**src/rtl/fp_sqrt_seq.sv**
```systemverilog
// Sequential single-precision square root: three-step Newton-Raphson on the mantissa
// followed by exponent reconstruction, time-sharing external divider, adder and multiplier.
module fp_sqrt_seq #(
  parameter int unsigned XLEN    = 32,
  parameter int unsigned ITER    = 3,
  parameter int unsigned DIV_LAT = 2
) (
  input  logic            clk,
  input  logic            rst,
  input  logic            start,
  input  logic [XLEN-1:0] A,
  output logic            busy,
  output logic            done,
  output logic [XLEN-1:0] result,
  output logic            exception,
  output logic            underflow,
  output logic            overflow,
  output logic [XLEN-1:0] div_a,
  output logic [XLEN-1:0] div_b,
  input  logic [XLEN-1:0] div_result,
  output logic [XLEN-1:0] add_a,
  output logic [XLEN-1:0] add_b,
  input  logic [XLEN-1:0] add_result,
  output logic [XLEN-1:0] mul_a,
  output logic [XLEN-1:0] mul_b,
  input  logic [XLEN-1:0] mul_result
);

  localparam int unsigned IW = 3;
  localparam int unsigned CW = (DIV_LAT > 1) ? $clog2(DIV_LAT) : 1;

  localparam logic [2:0] S_IDLE  = 3'd0;
  localparam logic [2:0] S_CHECK = 3'd1;
  localparam logic [2:0] S_DIV   = 3'd2;
  localparam logic [2:0] S_ADD   = 3'd3;
  localparam logic [2:0] S_SCALE = 3'd4;
  localparam logic [2:0] S_EXP   = 3'd5;
  localparam logic [2:0] S_ODD   = 3'd6;
  localparam logic [2:0] S_DONE  = 3'd7;

  localparam logic [XLEN-1:0] QNAN  = XLEN'(32'h7fc00000);
  localparam logic [XLEN-1:0] X0    = XLEN'(32'h3f5a827a);
  localparam logic [XLEN-1:0] SQRT2 = XLEN'(32'h3fb504f3);

  logic [2:0]      state, state_n;
  logic [XLEN-1:0] a_q, a_n, m_q, m_n, x_q, x_n, q_q, q_n, s_q, s_n;
  logic [8:0]      e_q, e_n;
  logic [IW-1:0]   iter_q, iter_n;
  logic [CW-1:0]   cyc_q, cyc_n;
  logic            busy_n, done_n, exc_n, unf_n;
  logic [XLEN-1:0] result_n;
  logic [XLEN-1:0] div_a_n, div_b_n, add_a_n, add_b_n, mul_a_n, mul_b_n;
  logic [7:0]      a_exp;
  logic [22:0]     a_man;

  assign a_exp = a_q[30:23];
  assign a_man = a_q[22:0];

  // Next-state and next-register computation; outputs are registered from these values.
  always_comb begin
    state_n  = state;
    a_n      = a_q;
    m_n      = m_q;
    x_n      = x_q;
    q_n      = q_q;
    s_n      = s_q;
    e_n      = e_q;
    iter_n   = iter_q;
    cyc_n    = cyc_q;
    busy_n   = busy;
    done_n   = 1'b0;
    result_n = result;
    exc_n    = exception;
    unf_n    = underflow;
    div_a_n  = '0;
    div_b_n  = '0;
    add_a_n  = '0;
    add_b_n  = '0;
    mul_a_n  = '0;
    mul_b_n  = '0;

    case (state)
      S_IDLE: begin
        if (start) begin
          a_n     = A;
          exc_n   = 1'b0;
          unf_n   = 1'b0;
          busy_n  = 1'b1;
          state_n = S_CHECK;
        end
      end
      S_CHECK: begin
        state_n = S_DONE;
        if (a_exp == 8'hff && a_man != 23'd0) begin
          result_n = QNAN;
          exc_n    = 1'b1;
        end else if (a_exp == 8'd0) begin
          // Zeros pass through; denormals flush to a signed zero.
          result_n = {a_q[31], 31'd0};
          unf_n    = (a_man != 23'd0);
        end else if (a_q[31]) begin
          result_n = QNAN;
          exc_n    = 1'b1;
        end else if (a_exp == 8'hff) begin
          result_n = a_q;
        end else begin
          m_n     = {1'b0, 8'd126, a_man};
          x_n     = X0;
          e_n     = {1'b0, a_exp} - 9'd127;
          iter_n  = '0;
          cyc_n   = '0;
          state_n = S_DIV;
        end
      end
      S_DIV: begin
        if (cyc_q == CW'(DIV_LAT - 1)) begin
          q_n     = div_result;
          cyc_n   = '0;
          state_n = S_ADD;
        end else begin
          cyc_n = cyc_q + CW'(1);
        end
      end
      S_ADD: begin
        // (q + x) / 2 by decrementing the exponent of the sum.
        x_n     = {add_result[31], add_result[30:23] - 8'd1, add_result[22:0]};
        iter_n  = iter_q + IW'(1);
        state_n = (32'(iter_n) < ITER) ? S_DIV : S_SCALE;
      end
      S_SCALE: begin
        s_n     = mul_result;
        state_n = S_EXP;
      end
      S_EXP: begin
        // Low 8 bits of e >>> 1 are e[8:1].
        s_n[30:23] = s_q[30:23] + e_q[8:1];
        if (e_q[0]) begin
          state_n = S_ODD;
        end else begin
          result_n = s_n;
          state_n  = S_DONE;
        end
      end
      S_ODD: begin
        s_n      = mul_result;
        result_n = mul_result;
        state_n  = S_DONE;
      end
      S_DONE: begin
        state_n = S_IDLE;
      end
      default: state_n = S_IDLE;
    endcase

    if (state_n == S_DONE) begin
      done_n = 1'b1;
      busy_n = 1'b0;
    end

    // Operands are registered for the state being entered so they are stable throughout it.
    case (state_n)
      S_DIV: begin
        div_a_n = m_n;
        div_b_n = x_n;
      end
      S_ADD: begin
        add_a_n = q_n;
        add_b_n = x_n;
      end
      S_SCALE: begin
        mul_a_n = x_n;
        mul_b_n = SQRT2;
      end
      S_ODD: begin
        mul_a_n = s_n;
        mul_b_n = SQRT2;
      end
      default: ;
    endcase
  end

  always_ff @(posedge clk) begin
    if (rst) begin
      state     <= S_IDLE;
      a_q       <= '0;
      m_q       <= '0;
      x_q       <= '0;
      q_q       <= '0;
      s_q       <= '0;
      e_q       <= '0;
      iter_q    <= '0;
      cyc_q     <= '0;
      busy      <= 1'b0;
      done      <= 1'b0;
      result    <= '0;
      exception <= 1'b0;
      underflow <= 1'b0;
      overflow  <= 1'b0;
      div_a     <= '0;
      div_b     <= '0;
      add_a     <= '0;
      add_b     <= '0;
      mul_a     <= '0;
      mul_b     <= '0;
    end else begin
      state     <= state_n;
      a_q       <= a_n;
      m_q       <= m_n;
      x_q       <= x_n;
      q_q       <= q_n;
      s_q       <= s_n;
      e_q       <= e_n;
      iter_q    <= iter_n;
      cyc_q     <= cyc_n;
      busy      <= busy_n;
      done      <= done_n;
      result    <= result_n;
      exception <= exc_n;
      underflow <= unf_n;
      overflow  <= 1'b0;
      div_a     <= div_a_n;
      div_b     <= div_b_n;
      add_a     <= add_a_n;
      add_b     <= add_b_n;
      mul_a     <= mul_a_n;
      mul_b     <= mul_b_n;
    end
  end

endmodule

```
**config.mk**
```make
export PLATFORM = sky130hd
export DESIGN_NAME = fp_sqrt_seq
export DESIGN_NICKNAME = d
export VERILOG_FILES = /design/src/rtl/fp_sqrt_seq.sv
export SDC_FILE = /design/constraint.sdc
export NUM_CORES = 1
export LEC_CHECK = 0
export BUFFER_PORTS_ARGS = -buffer_cell sky130_fd_sc_hd__buf_2
export CORE_MARGIN = 4
export CORE_UTILIZATION = 50
export CTS_CLUSTER_DIAMETER = 40
export DETAILED_ROUTE_END_ITERATION = 8
export PLACE_DENSITY = 0.8
export SYNTH_ARGS = -nofsm -noshare
export SYNTH_HDL_FRONTEND = slang
export SYNTH_SLANG_ARGS = --single-unit
```
**constraint.sdc**
```tcl
create_clock -name clk -period 2.65 [get_ports clk]
set_clock_uncertainty 0.1 [all_clocks]
set_input_delay 0.6625 -clock clk [delete_from_list [all_inputs] [get_ports clk]]
set_output_delay 0.6625 -clock clk [all_outputs]
set_load 0.01 [all_outputs]
```
==> flow_metrics.py, run 1 <==
metrics = {
    "status": {
        "status": "finished clean",
    },
    "clock_tree": {
        "cts_tree": "built",
        "cts_num_sinks": 373,
        "cts_buffers": 46,
        "clk_latency_ns": 0.55,
        "h-tree-depth": 2,
        "cts_buffer_depth": 3,
        "path_clk_slew_ns": 0.06,
        "ctsRootBufferMaster": "clkbuf_16",
    },
    "synth": {
        "ys_seq_elements": 373,
        "synth-edff-count": 0,
        "synth_top_area_share_pct": 55.1,
        "synth_top_family_by_area": "simple AND/OR/NAND/NOR gates",
        "yosysWarnings": 0,
        "synth-simple-area-share_pct": 17.0,
        "post-synth-top-count-cell": "dfxtp_1",
        "synth-compound-area-share_pct": 15.2,
        "synth_common_cells": "dfxtp_1 (373), nor2_1 (289), nand2_1 (169)",
        "synth_area_mm2": 0.0135,
        "synth-xor-area-share_pct": 0.905,
        "async_flop_share_pct": 0,
        "avgSynthCellArea_um2": 9.42,
        "synth_area_leaders": "dfxtp_1 (55%), nor2_1 (8.0%), nand2_1 (4.7%), mux2i_1 (4.3%), a21oi_1 (2.7%)",
        "seq_area_frac_synth_pct": 55.1,
        "ys.flop_type": "dfxtp_1",
        "synthCells": 1438,
        "synth_adder_area_share_pct": 1.16,
        "synth_mux_area_share_pct": 4.29,
        "yosysTopAreaCell": "dfxtp_1",
        "yosysUniqueCellTypes": 73,
    },
    "floorplan": {
        "dieWidth_um": 173,
        "die_h_um": 173,
        "fp-row-count": 59,
        "initial_core_util_pct": 51.4,
        "fp.dieArea_mm2": 0.0298,
        "core-area_mm2": 0.0264,
        "io_pins": 360,
    },
    "detailed_routing": {
        "post_drt_wl_per_cell_um": 19.1,
        "viasPerCell": 5.43,
        "drt_wl_total_mm": 40.5,
        "antenna_left": 0,
        "drc": 0,
        "drt_iter0_markers": 1073,
        "routed-via-count": 11523,
        "drt_pre_antenna_iters": 7,
    },
    "timing": {
        "setup_viol": 0,
        "fin_hold_ws_ns": 0.259,
        "rsz0062_at_grt": "yes",
        "clock.fmax_mhz": 389,
        "slew_violations": 0,
        "finalHoldViolations": 0,
        "tightest_slew_ns": 0.997,
        "fin_crit_sh_pct": 96.9,
        "relSlewSlack_pct": 33.5,
        "finalCriticalPeriod_ns": 2.57,
    },
    "place": {
        "numPortBuffers": 344,
        "place_area_mm2": 0.0153,
        "place_congestion": 0.944,
        "dp_hpwl_mm": 29.2,
    },
    "power": {
        "combPwrFrac_pct": 20.2,
        "power.density_mw_per_mm2": 923,
        "irDropWorstVdd_mv": 0.600,
        "power_mw": 15.6,
        "intPower_mw": 10.8,
        "pwr-share-clk_pct": 38.8,
        "p_sw_mw": 4.82,
        "p_seq_share_pct": 41.0,
        "p_sw_share_pct": 30.9,
        "leakagePower_nw": 7.30,
    },
    "worst_setup_path": {
        "path_max_fanout": 7,
        "required_ns": 2.93,
        "arrival_ns": 2.85,
        "startpoint_type": "flip-flop",
        "critPathKind": "flip-flop to flip-flop",
        "endpoint_kind": "flip-flop",
    },
    "min_path": {
        "timing.hold.worst.class": "primary input to flip-flop",
    },
    "global_routing": {
        "gr-usage-all-layers_pct": 25.4,
        "antenna_found_initial": 6,
        "grt_start_max_net_pins": 67,
        "grt_pass1_wl_mm": 61.5,
        "gr-total-overflow": 0,
        "first_global_vias": 11143,
    },
    "finish": {
        "drive_above_1_share_pct": 28.1,
        "fillers": 2130,
        "fin_area_mm2": 0.0169,
        "design.final.nets": 1896,
        "areaGrowthSynthToFinish_pct": 24.7,
    },
    "flow_run": {
        "cap_violations": 0,
    },
}
worst max-delay path: stages (launching register included):
cell and delay, ns:
dfxtp_1 0.42, ha_1 0.25, and4_1 0.31, a21oi_2 0.14
and3_1 0.31, a211oi_2 0.66, o32ai_1 0.20
metrics by stage:
step           setup slack (ns)  cells  utilization [%]  setup TNS (ns)
2_1_floorplan             0.657   1452                -               0
3_3_place_gp              0.136   2039             58.2               0
3_5_place_dp             0.0403   2039             58.2               0
4_1_cts                  0.0305   2119             64.0               0
5_1_grt                -0.00640   2124             64.1        -0.00640
6_report                 0.0819   2124             64.1               0
cells in the final DEF, fill, tap and decap left out, types with 19 or more instances in the layout:
| cell | count |
|---|---|
| a211oi_1 | 41 |
| a21oi_1 | 74 |
| a22oi_1 | 22 |
| a31oi_1 | 19 |
| buf_2 | 343 |
| buf_4 | 35 |
| clkbuf_16 | 47 |
| dfxtp_1 | 373 |
| mux2i_1 | 58 |
| nand2_1 | 169 |
| nor2_1 | 289 |
| o21ai_0 | 44 |
final cells by class:
type / count / area [um2] / area share (%)
timing repair buffer: 385 / 2110 / 12.5
tap: 335 / 419 / 2.48
clock buffer: 54 / 1250 / 7.42
antenna: 4 / 10.0 / 0.0593
clock inverter: 26 / 260 / 1.54
inverter: 15 / 56.3 / 0.333
sequential: 373 / 7470 / 44.2
multi-input combinational: 932 / 5310 / 31.5
final timing paths:
check / cells past startpoint / to / slack (ns) / from
worst max-delay path: 6 / mul_a[27]$_SDFF_PP0_ / 0.08 / a_q[24]$_SDFFE_PP0P_
worst min-delay path: 3 / a_q[10]$_SDFFE_PP0P_ / 0.26 / A[10]
worst min register to register: 2 / div_a[23]$_SDFF_PP0_ / 0.32 / m_q[23]$_SDFF_PP0_
worst max register to register: 6 / mul_a[27]$_SDFF_PP0_ / 0.08 / a_q[24]$_SDFFE_PP0P_
registers in the layout, indices dropped and copies added (netlist names), 3 cells and up:
signal	count
a_q	32
add_a	32
add_b	32
div_a	32
div_b	32
e_q	9
iter_q	3
m_q	32
mul_a	32
q_q	32
result	32
s_q	32
state	3
x_q	32
cell families after synthesis:
family          count (synthesis)
fa+ha+maj                      12
flops                         373
compound gates                288
xor+xnor                       14
simple gates                  544
mux                            58
buf+inv                       148
other cells                     1
power groups by stage:
stage	registers (mW)	clock network (mW)	logic, mW
after floorplan	6.50	0	2.17
after global placement	6.48	0	3.01
after detailed placement	6.51	0	3.08
after CTS	6.39	6.12	3.09
after global routing	6.44	6.35	3.45
final	6.39	6.04	3.15
metal layers:
layer | GRT usage [%] | wire (um)
met5 | 0 | 21
met4 | 9.21 | 1210
met3 | 9.04 | 4290
met2 | 40.6 | 18500
met1 | 32.1 | 16500
what timing repair did:
item | in CTS | in global routing
endpoints found under the setup margin | 0 | 45
setup buffers | 0 | 0
endpoints found under the hold margin | 0 | 0
hold buffers | 0 | 0
resized for setup | 0 | 3
Note: power is estimated with default switching activity, not from simulation.
==> inputs of run 2 (changes only) <==
--- a/config.mk
+++ b/config.mk
@@ -10,7 +10,8 @@
 export CORE_UTILIZATION = 50
 export CTS_CLUSTER_DIAMETER = 40
 export DETAILED_ROUTE_END_ITERATION = 8
-export PLACE_DENSITY = 0.8
+export PLACE_DENSITY = 0.76
 export SYNTH_ARGS = -nofsm -noshare
 export SYNTH_HDL_FRONTEND = slang
 export SYNTH_SLANG_ARGS = --single-unit
+export TNS_END_PERCENT = 20
==> run 2 against run 1 <==
Compared with the run above:
- cell count is 0.14% higher
- via count is 0.56% higher
- die area stayed put
- highest routed layer unchanged
- sequential power hardly changed
- flip-flop and latch count stayed put
- non-clock buffer count is 3 lower
- routed wire length hardly changed
- sequential share of layout area is 0.33 points lower
- critical endpoint is now mul_a[8]$_SDFF_PP0_
- setup slack better by 0.12 ns
==> flow_metrics.py, run 2 (synthesized netlist as in run 1, its figures left out) <==
metrics = {
    "global_routing": {
        "gr-usage-all-layers_pct": 25.7,
        "first_global_vias": 11201,
        "grt_pass1_wl_mm": 62.5,
        "antenna_found_initial": 8,
        "gr-total-overflow": 0,
        "grt_start_max_net_pins": 93,
    },
    "power": {
        "power_mw": 16.2,
        "irDropWorstVdd_mv": 0.661,
        "p_seq_share_pct": 39.6,
        "combPwrFrac_pct": 19.3,
        "p_sw_share_pct": 29.7,
        "pwr-share-clk_pct": 41.1,
        "leakagePower_nw": 7.37,
        "power.density_mw_per_mm2": 949,
        "p_sw_mw": 4.80,
        "intPower_mw": 11.4,
    },
    "clock_tree": {
        "path_clk_slew_ns": 0.06,
        "h-tree-depth": 2,
        "cts_buffers": 48,
        "clk_latency_ns": 0.54,
        "cts_tree": "built",
        "ctsHoldBuffers": 0,
        "cts_resized": 0,
        "post_cts_buffers": 0,
        "cts_buffer_depth": 3,
        "cts_num_sinks": 373,
        "ctsRootBufferMaster": "clkbuf_16",
    },
    "worst_setup_path": {
        "ff2ff_path_depth": 6,
        "cp_num_buf_inv": 0,
        "arrival_ns": 2.76,
        "cp_slowest_cell": "a31oi_1",
        "required_ns": 2.96,
        "timing.rr.start": "a_q[23]$_SDFFE_PP0P_",
        "endpoint_kind": "flip-flop",
        "startpoint_type": "flip-flop",
        "reg2reg_to": "mul_a[8]$_SDFF_PP0_",
        "critPathKind": "flip-flop to flip-flop",
        "cp_slowest_stage_delay_ns": 0.58,
        "cpLargestDelayFamily": "compound AO/OA/AOI/OAI gates",
        "cp_cell_sequence": "ha_1 > and4_1 > a21oi_2 > nand2_2 > a31oi_1 > o21ai_0",
        "r2r_setup_slack_ns": 0.20,
        "path_max_fanout": 17,
        "cp.depth": 6,
    },
    "finish": {
        "fillers": 2164,
        "final_common_cell": "dfxtp_1",
        "layout_common_cells": "dfxtp_1 (373), buf_2 (343), nor2_1 (289), nand2_1 (169), a21oi_1 (74)",
        "areaGrowthSynthToFinish_pct": 25.6,
        "final_core_util_pct": 64.6,
        "design.final.nets": 1894,
        "fin_area_mm2": 0.0170,
        "drive_above_1_share_pct": 28.0,
    },
    "floorplan": {
        "io_pins": 360,
        "fp.dieArea_mm2": 0.0298,
        "initial_core_util_pct": 51.4,
        "fp-row-count": 59,
        "core-area_mm2": 0.0264,
        "die_h_um": 173,
        "dieWidth_um": 173,
    },
    "place": {
        "place_area_mm2": 0.0153,
        "numPortBuffers": 344,
        "dp_hpwl_mm": 28.8,
        "place_congestion": 0.889,
    },
    "detailed_routing": {
        "routed.top_layer": "met5",
        "wl_met1_mm": 16.4,
        "post_drt_wl_per_cell_um": 19.0,
        "drt_iter0_markers": 987,
        "drt_pre_antenna_iters": 6,
        "drc": 0,
        "antenna_left": 0,
        "dr_wl_met2_mm": 18.8,
        "viasPerCell": 5.45,
        "drt_wl_total_mm": 40.5,
        "wl_met3_mm": 4.07,
        "routed-via-count": 11588,
    },
    "status": {
        "status": "finished clean",
    },
    "timing": {
        "finalCriticalPeriod_ns": 2.45,
        "clock.fmax_mhz": 408,
        "setup_viol": 0,
        "fin_setup_tns_ns": 0,
        "slew_violations": 0,
        "finalHoldViolations": 0,
        "relSlewSlack_pct": 26.4,
        "tightest_slew_ns": 1.10,
        "rsz0062_at_grt": "no",
        "fin_crit_sh_pct": 92.5,
    },
    "flow_run": {
        "cap_violations": 0,
    },
    "min_path": {
        "hold_end": "a_q[9]$_SDFFE_PP0P_",
        "timing.hold.worst.class": "primary input to flip-flop",
        "whs_path_depth": 3,
        "hp-start": "A[9]",
    },
}
## run 2: cell types whose count changed in the layout (fill, tap and decap cells not counted), sizes merged
cell | previous run | this run
bufinv | 1 | 5
o211ai | 5 | 4
clkinv | 12 | 11
buf | 385 | 382
clkbuf | 54 | 61
inv | 21 | 20
clkinvlp | 7 | 5
## run 2: tightest hold or removal path, delay by kind of cell
kind / cells / cell delay (ns)
AO/OA/AOI/OAI: 1 / 0.05
buffers and inverters: 1 / 0.09
AND/OR/NAND/NOR: 1 / 0.04
## run 2: cell type report
| type | count | area, um2 | share of cell area [%] |
|---|---|---|---|
| multi-input cells | 931 | 5300 | 31.1 |
| well taps | 335 | 419 | 2.46 |
| diodes | 4 | 10.0 | 0.0588 |
| clock buffers | 61 | 1350 | 7.95 |
| flip-flops and latches | 373 | 7470 | 43.9 |
| clock inverters | 26 | 328 | 1.93 |
| repair buffers | 382 | 2090 | 12.3 |
| inverters | 15 | 56.3 | 0.331 |
## run 2: metrics by stage
stage	cells	hold slack (ns)	setup slack, ns
CTS	2123	0.235	0.0163
finish	2127	0.255	0.200
global placement	2036	0.312	0.0972
floorplan	1452	0.305	0.657
detailed placement	2036	0.317	0.0151
global route	2127	0.238	0.0532
## run 2: routing by layer
metal | track usage [%] | vias to the layer above
met5 | 0 | -
met3 | 8.56 | 89
met1 | 33.1 | 5460
met2 | 40.9 | 544
li1 | - | 5487
met4 | 8.48 | 8
## run 2: power groups by stage
stage	logic, mW	registers (mW)	clock network [mW]
6_report	3.12	6.40	6.64
5_1_grt	3.40	6.44	6.97
4_1_cts	3.09	6.39	6.71
3_5_place_dp	3.07	6.51	0
3_3_place_gp	3.00	6.49	0
2_1_floorplan	2.17	6.50	0
## run 2: worst max path at each step
stage	end	slack [ns]	start
6_report	mul_a[8]$_SDFF_PP0_	0.20	a_q[23]$_SDFFE_PP0P_
3_3_place_gp	mul_a[3]$_SDFF_PP0_	0.1	a_q[23]$_SDFFE_PP0P_
4_1_cts	mul_a[3]$_SDFF_PP0_	0.02	a_q[23]$_SDFFE_PP0P_
3_5_place_dp	mul_a[3]$_SDFF_PP0_	0.02	a_q[23]$_SDFFE_PP0P_
2_1_floorplan	mul_a[30]$_SDFF_PP0_	0.66	a_q[23]$_SDFFE_PP0P_
5_1_grt	mul_a[29]$_SDFF_PP0_	0.05	s_q[23]$_SDFF_PP0_
